## config.mk

```make
export PLATFORM = sky130hd
export DESIGN_NAME = carfield_apb_sequencer
export DESIGN_NICKNAME = d
export VERILOG_FILES = /design/src/rtl/carfield_apb_sequencer.sv
export SDC_FILE = /design/constraint.sdc
export NUM_CORES = 1
export LEC_CHECK = 0
export CAP_MARGIN = 20
export CORE_AREA = 2 2 140 142
export CTS_BUF_LIST = sky130_fd_sc_hd__clkbuf_2
export DETAILED_ROUTE_END_ITERATION = 8
export DIE_AREA = 0 0 142 144
export PLACE_DENSITY = 0.76
export SLEW_MARGIN = 40
export SYNTH_ARGS = -nofsm -noshare
export SYNTH_HDL_FRONTEND = slang
export SYNTH_SLANG_ARGS = --single-unit
```

## constraint.sdc

```tcl
create_clock -name clk_i -period 3 [get_ports clk_i]
set_input_delay 0.3 -clock clk_i [delete_from_list [all_inputs] [get_ports clk_i]]
set_output_delay 0.3 -clock clk_i [all_outputs]
set_load 0.02 [all_outputs]
```

## src/rtl/carfield_apb_sequencer.sv

```systemverilog
// Carfield peripheral APB sequencer: one request at a time, decoded onto
// five APB slaves, with a per-access timeout for hung slaves.
module carfield_apb_sequencer #(
  parameter int unsigned NumApbSlv     = 5,
  parameter int unsigned AddrWidth     = 32,
  parameter int unsigned DataWidth     = 32,
  parameter int unsigned TimeoutCycles = 255,
  parameter int unsigned ErrCntWidth   = 8
) (
  input  logic                           clk_i,
  input  logic                           rst_ni,
  input  logic                           req_valid_i,
  output logic                           req_ready_o,
  input  logic [AddrWidth-1:0]           req_addr_i,
  input  logic                           req_write_i,
  input  logic [DataWidth-1:0]           req_wdata_i,
  input  logic [DataWidth/8-1:0]         req_wstrb_i,
  output logic                           rsp_valid_o,
  input  logic                           rsp_ready_i,
  output logic [DataWidth-1:0]           rsp_rdata_o,
  output logic                           rsp_error_o,
  output logic                           rsp_timeout_o,
  output logic [AddrWidth-1:0]           paddr_o,
  output logic [NumApbSlv-1:0]           psel_o,
  output logic                           penable_o,
  output logic                           pwrite_o,
  output logic [DataWidth-1:0]           pwdata_o,
  output logic [DataWidth/8-1:0]         pstrb_o,
  input  logic [NumApbSlv*DataWidth-1:0] prdata_i,
  input  logic [NumApbSlv-1:0]           pready_i,
  input  logic [NumApbSlv-1:0]           pslverr_i,
  output logic [ErrCntWidth-1:0]         timeout_cnt_o
);

  localparam int unsigned IdxWidth =
    (NumApbSlv > 1) ? $clog2(NumApbSlv) : 1;
  localparam int unsigned MapSize = 5;

  localparam logic [1:0] StIdle   = 2'd0;
  localparam logic [1:0] StSetup  = 2'd1;
  localparam logic [1:0] StAccess = 2'd2;
  localparam logic [1:0] StResp   = 2'd3;

  localparam logic [8:0] WaitLimit = 9'(TimeoutCycles);

  // Slave order: SystemTimer, AdvancedTimer, SystemWdt, Can, HyperBus
  localparam logic [MapSize-1:0][31:0] SlvBase = {
    32'h2000_9000,
    32'h2000_1000,
    32'h2000_7000,
    32'h2000_5000,
    32'h2000_4000
  };

  logic [1:0]          state;
  logic [IdxWidth-1:0] idxQ;
  logic [8:0]          waitCnt;

  logic                decHit;
  logic [IdxWidth-1:0] decIdx;
  logic [63:0]         addrExt;
  logic [63:0]         baseExt;

  logic [DataWidth-1:0] slvRdata [NumApbSlv];
  logic                 selReady;
  logic                 selErr;
  logic [DataWidth-1:0] selRdata;

  always_comb begin
    decHit  = 1'b0;
    decIdx  = '0;
    baseExt = '0;
    addrExt = 64'(req_addr_i);
    for (int k = 0; k < MapSize; k++) begin
      baseExt = 64'(SlvBase[k]);
      if (k < NumApbSlv && !decHit &&
          addrExt >= baseExt &&
          addrExt < baseExt + 64'h1000) begin
        decHit = 1'b1;
        decIdx = IdxWidth'(k);
      end
    end
  end

  always_comb begin
    for (int k = 0; k < NumApbSlv; k++) begin
      slvRdata[k] = prdata_i[k*DataWidth +: DataWidth];
    end
  end

  // Only the addressed slave's handshake is observed
  assign selReady = pready_i[idxQ];
  assign selErr   = pslverr_i[idxQ];
  assign selRdata = slvRdata[idxQ];

  always_comb begin
    psel_o = '0;
    if (state == StSetup || state == StAccess) begin
      psel_o[idxQ] = 1'b1;
    end
  end

  assign penable_o   = (state == StAccess);
  assign req_ready_o = (state == StIdle);
  assign rsp_valid_o = (state == StResp);

  always_ff @(posedge clk_i or negedge rst_ni) begin
    if (!rst_ni) begin
      state         <= StIdle;
      idxQ          <= '0;
      waitCnt       <= '0;
      paddr_o       <= '0;
      pwrite_o      <= 1'b0;
      pwdata_o      <= '0;
      pstrb_o       <= '0;
      rsp_rdata_o   <= '0;
      rsp_error_o   <= 1'b0;
      rsp_timeout_o <= 1'b0;
      timeout_cnt_o <= '0;
    end else begin
      unique case (state)
        StIdle: begin
          if (req_valid_i) begin
            paddr_o  <= req_addr_i;
            pwrite_o <= req_write_i;
            pwdata_o <= req_wdata_i;
            pstrb_o  <= req_write_i ? req_wstrb_i : '0;
            idxQ     <= decIdx;
            if (decHit) begin
              state <= StSetup;
            end else begin
              state         <= StResp;
              rsp_rdata_o   <= '0;
              rsp_error_o   <= 1'b1;
              rsp_timeout_o <= 1'b0;
            end
          end
        end
        StSetup: begin
          waitCnt <= '0;
          state   <= StAccess;
        end
        StAccess: begin
          // A ready on the final allowed cycle still completes normally
          if (selReady) begin
            state         <= StResp;
            rsp_error_o   <= selErr;
            rsp_timeout_o <= 1'b0;
            rsp_rdata_o   <= (pwrite_o || selErr) ? '0 : selRdata;
          end else if (waitCnt + 9'd1 == WaitLimit) begin
            state         <= StResp;
            rsp_error_o   <= 1'b1;
            rsp_timeout_o <= 1'b1;
            rsp_rdata_o   <= '0;
            if (timeout_cnt_o != '1) begin
              timeout_cnt_o <= timeout_cnt_o + 1'b1;
            end
          end else begin
            waitCnt <= waitCnt + 9'd1;
          end
        end
        StResp: begin
          if (rsp_ready_i) begin
            state         <= StIdle;
            rsp_rdata_o   <= '0;
            rsp_error_o   <= 1'b0;
            rsp_timeout_o <= 1'b0;
          end
        end
        default: state <= StIdle;
      endcase
    end
  end

endmodule

```

Word-level counts from Yosys, hierarchy flattened

Index checks and enable logic that the tools add are counted.

Memories kept: 0
Bits in registers: 125
Latch bits: 0
Word-level logic and storage cells: 109
Bits of input ports: 243
Output and inout port bits: 119
ROM bits: 0
Memory bits (writable): 0

Eq/ne operators: 11
Divide/modulo/power cells: 0
Multipliers: 0
Shift-type cells: 0
Muxes and demuxes: 46
Reduce and logical (&&, ||, !) cells: 24
Add/sub/neg operators: 2
Bitwise logic cells: 2
$lt $le $gt $ge: 13

Operator list:

| cell                                                                 | number |
|---|---|
| 2-to-1 mux 32 bit                                                    | 8 |
| greater-or-equal comparator 32 x 30 -> 1 bit (second input constant) | 5 |
| < comparator 32 x 30 -> 1 bit (second input constant)                | 5 |
| binary-select mux 32 bit (select 3 bit)                              | 1 |
| one-hot mux 32 bit (3 select lines)                                  | 1 |
| 2-to-1 mux 9 bit                                                     | 2 |
| one-hot mux 9 bit (2 select lines)                                   | 1 |
| 2-to-1 mux 1 bit                                                     | 17 |
| 2-to-1 mux 2 bit                                                     | 7 |
| logical AND 1 bit                                                    | 10 |
| adder 9 x 1 -> 9 bit (second input constant)                         | 1 |
| == test 9 x 8 -> 1 bit (second input constant)                       | 1 |
| adder 8 x 1 -> 8 bit (second input constant)                         | 1 |
| inequality test 2 bit (second input constant)                        | 4 |
| inequality test 8 bit (second input constant)                        | 1 |
| one-hot mux 2 bit (4 select lines)                                   | 1 |
| binary-select mux 1 bit (select 3 bit)                               | 2 |
| one-hot mux 1 bit (3 select lines)                                   | 2 |
| AND reduction 3 bit                                                  | 2 |
| 2-to-1 mux 5 bit                                                     | 1 |
| AND reduction 5 bit                                                  | 1 |
| == test 2 bit (second input constant)                                | 2 |
| greater-or-equal comparator 4 bit (second input constant)            | 1 |
| zero test 1 bit                                                      | 4 |
| 16 further kinds                                                     | 17 |

Longest topological paths before layout

Word-level depth: 22
Depth in mapped cells: 9
Mapped depth without buffers: 8

Worst setup path after synthesis

Ideal clock, no wire load.

Path type: register to register
Start point: reg waitCnt[1]
End point: reg timeout_cnt_o[1]
Slack: 0.898 ns
Buffers on the path: 2
Setup time: 0.128 ns
Period minus slack after synthesis: 2.102 ns
Stages on the path, launching flop included: 9
Data required time: 2.872 ns
Arrival: 1.974 ns
Cell sequence: dfrtp_1 > ha_1 > buf_2 > a21oi_1 > or3_1 > a32oi_2 > nand4bb_1 > buf_2 > mux2_1

Word-level cells in the longest chain between the ends: 3

Ends and longest elaborated chain:

| what                                 | line | text |
|---|---|---|
| start, declared                      | 57   | `logic [8:0] waitCnt;` |
| start signal, assigned               | 159  | `waitCnt <= waitCnt + 9'd1;` |
| adder 9 x 1 -> 9 bit                 | 150  | `end else if (waitCnt + 9'd1 == WaitLimit) begin` |
| == test 9 x 8 -> 1 bit               | 150  |  |
| AND reduction 4 bit (no source line) | n/a  |  |
| end signal, assigned                 | 156  | `timeout_cnt_o <= timeout_cnt_o + 1'b1;` |
| end, declared                        | 32   | `output logic [ErrCntWidth-1:0] timeout_cnt_o` |

Every way passes these cells.
A chain may end at the register's enable or synchronous reset.

Final worst setup path

Start point: reg idxQ[1]
End point: out psel_o[1]

Word-level cells in the longest chain between the ends: 5
Elaborated cells between the ends (all ways): 6
Those cells by class: order compare: 2; mux: 3; reduce/logical: 1

Ends and longest elaborated chain:

| what                                                                                                                   | line | text |
|---|---|---|
| start, declared                                                                                                        | 56   | `logic [IdxWidth-1:0] idxQ;` |
| start signal, assigned                                                                                                 | 128  | `idxQ <= decIdx;` |
| < comparator 3 x 4 -> 1 bit (not written as such) / greater-or-equal comparator 3 x 1 -> 1 bit (equally long branches) | 99   | `psel_o[idxQ] = 1'b1;` |
| logical AND 1 bit (not written as such)                                                                                | 99   |  |
| 2-to-1 mux 1 bit (not written as such)                                                                                 | 99   |  |
| demux 1 bit (select 3 bit) *                                                                                           | 99   |  |
| 2-to-1 mux 5 bit *                                                                                                     | 98   | `if (state == StSetup \|\| state == StAccess) begin` |
| end, declared                                                                                                          | 24   | `output logic [NumApbSlv-1:0] psel_o,` |

Mark *: on every way between the ends. The rest lies on a longest branch, timed or not.

==> metrics <==
status finished clean; Initial Utilization 0.346; P_int 4.41 mW; Min-Delay Path Class input port to asynchronous set/reset pin; First-pass DRT Iterations 5; total negative slack 0 ps; Syn Nets 850; deepest clock path buffer count 2; mean routed wirelength per cell 19.2 um; reg2reg end timeout_cnt_o[7]; CP Launch Type flop; Hold Violations, Final 0; CTS tree done; final WL 23000 um; fin nets 1198; final period utilization 0.940; clock slew at reported path FFs 220 ps; ratio of cells with drive above 1 in the final layout 0.136; All-Layer GR Usage 0.215; VDD IR max 0.000504 V; Crit Path Max Fanout 27; cell with the most instances after synthesis dfrtp_1; switching power 2.84 mW; Synth Warn # 0; Worst slew margin 0.563; Synth area leader dfrtp_1; total CTS buffers 17; Pwr Total 7.25 mW; placed cells 1166; clock share of power 0.131; Worst Slack Setup Final 181 ps; Rows 51; fmax 355 MHz; R2R depth 7; worst path arrival time 2520 ps; CTS Root Cell clkbuf_2; Sw Ratio 0.391; die width 142 um; Mapped Avg Cell Area 11.0 um2; DRC 0; FF-to-FF setup slack 510 ps; number of clock sinks 125; dpl ws 289 ps; Syn Inst Count 600; crit path from idxQ[1]; num ports 362; ANT nets after route 0; Layout area overhead 61.7%; DIE AREA 0.0204 mm2; Seq/Total Area, Yosys 0.474; Skew-Pair Late Insertion Delay 680 ps; vias 6356; routability cong. 0.853; Leakage 4.22 nW; Synth Register Bits 125; drt initial violations 269; MaxCap Viol Count 0; Seq pwr share 0.354; Synth top area share 0.474; synthesized area 0.00660 mm2; global-route wire length before repair 33600 um; top_reg_cell synth dfrtp_1; Gate power share 0.516; HPWL after detailed placement 17600 um; largest net degree at the start of global routing 62; CP Data Required Time 2700 ps; type of the worst setup path flop to output pin; Worst Max-Slew Pin Slew 656 ps; final setup fails 0; initial antenna violation count 3; Commonest cells post-synth dfrtp_1, mux2_2, nand2_1, a21oi_1; total global routing overflow 0; vias in the first global route 6108; Setup crit end kind output pin; number of distinct library cells after synthesis 62; H-tree depth 4; main area contributors after synthesis dfrtp_1, mux2_2, a32o_1; CORE AREA 0.0191 mm2; CP endpoint psel_o[1]; Synth async-reset ratio 1.00; RR Startpoint waitCnt[1]; EDFF count, synth 0; clk_skew 34.0 ps; crit path cell chain buf_4 > or2_4 > nor2_1 > clkdlybuf4s50_1; Pwr Density 679 mW/mm2; die height 144 um; Final Max Tran Viols 0; Max stage delay on crit path 640 ps; Tmin final 2820 ps; non-filler cells, final 1201; Buffers on Ports 361; RSZ-0062 raised after global routing no; CP max-delay cell clkdlybuf4s50_1; DR vias/cell 5.29
registers in the layout (all words and copies together) (netlist names), 2 cells and up:
name           count
rsp_rdata_o       32
idxQ               3
timeout_cnt_o      8
pstrb_o            4
waitCnt            9
paddr_o           32
pwdata_o          32
state              2
worst max-delay path, delay by kind of cell (launching register included):
kind	cells	cell delay (ps)
buffers and inverters	2	910
DFF	1	500
and+or+nand+nor	2	440
layout by cell type, fill, tap and decap left out, types with 4 or more instances in the layout:
master           instances
clkdlybuf4s50_1        359
dfrtp_1                124
mux2_2                  66
nand2_1                 47
a21oi_1                 38
mux2i_1                 34
a32o_1                  34
o22ai_1                 33
a22oi_1                 23
clkbuf_2                18
nor2_1                  13
nand3_1                 13
buf_4                   13
nor2b_1                 12
inv_1                    9
nand2b_1                 9
o21ai_0                  9
clkinvlp_4               8
a211o_1                  8
ha_1                     7
nand4_1                  6
xor2_1                   6
nor3_1                   5
o311ai_1                 5
inv_6                    4
timing repair:
action	in CTS	in global routing
hold buffers	1	0
setup endpoints to repair	4	4
resized for setup	3	4
buffers inserted	0	0
endpoints found under the hold margin	48	0
power by group through the flow:
stage	Combinational [mW]	Clock (mW)	Sequential [mW]
after floorplan	1.18	0	3.25
after global placement	3.73	0	2.58
after detailed placement	3.74	0	2.61
after CTS	3.77	0.990	2.57
after global routing	3.96	1.06	2.64
final	3.74	0.947	2.56
how the worst min path moves through the flow:
stage                   start          end  cells past startpoint
6_report               rst_ni   paddr_o[4]                      2
5_1_grt        req_wstrb_i[0]   pstrb_o[0]                      3
4_1_cts                rst_ni   paddr_o[4]                      2
3_5_place_dp           rst_ni   paddr_o[4]                      1
3_3_place_gp           rst_ni  paddr_o[22]                      1
2_1_floorplan          rst_ni      idxQ[0]                      0
per-stage QoR:
stage,hold slack [ps],instance area [um2],utilization
after floorplan,4.41,6600,-
after global placement,373,10400,0.547
after detailed placement,374,10400,0.547
after CTS,45.7,10700,0.559
after global routing,54.4,10700,0.559
final,138,10700,0.560
layout make-up:
| class | instances | area, um2 |
|---|---|---|
| repair buffers | 377 | 3770 |
| flip-flops and latches | 125 | 3130 |
| well taps | 238 | 298 |
| diodes | 2 | 5.00 |
| fillers | 1705 | 8400 |
| inverters | 11 | 48.8 |
| multi-input cells | 416 | 3220 |
| clock buffers | 18 | 90.1 |
| clock inverters | 14 | 114 |
metal layers:
metal  vias up  part of all wire  global-route usage  wire, um
met3        36             0.095              0.0815      2180
met5         -           0.00052                   0        12
met4         2             0.022              0.0705       506
li1       2971                 -                   -         -
met2       297              0.49               0.358     11300
met1      3050              0.39               0.258      9010
kinds of logic (layout without fill, tap and decap cells):
family,after synthesis,in the layout,synth area share
adders and majority gates,7,7,0.0133
DFF,125,125,0.474
xor gates and xnor gates,9,9,0.0119
AOI/OAI and AO/OA,167,167,0.183
buffers and inverters,59,420,0.0402
and+or+nand+nor,130,130,0.106
other,0,2,0
muxes,103,103,0.171
Power figures use the tool's default switching activity.
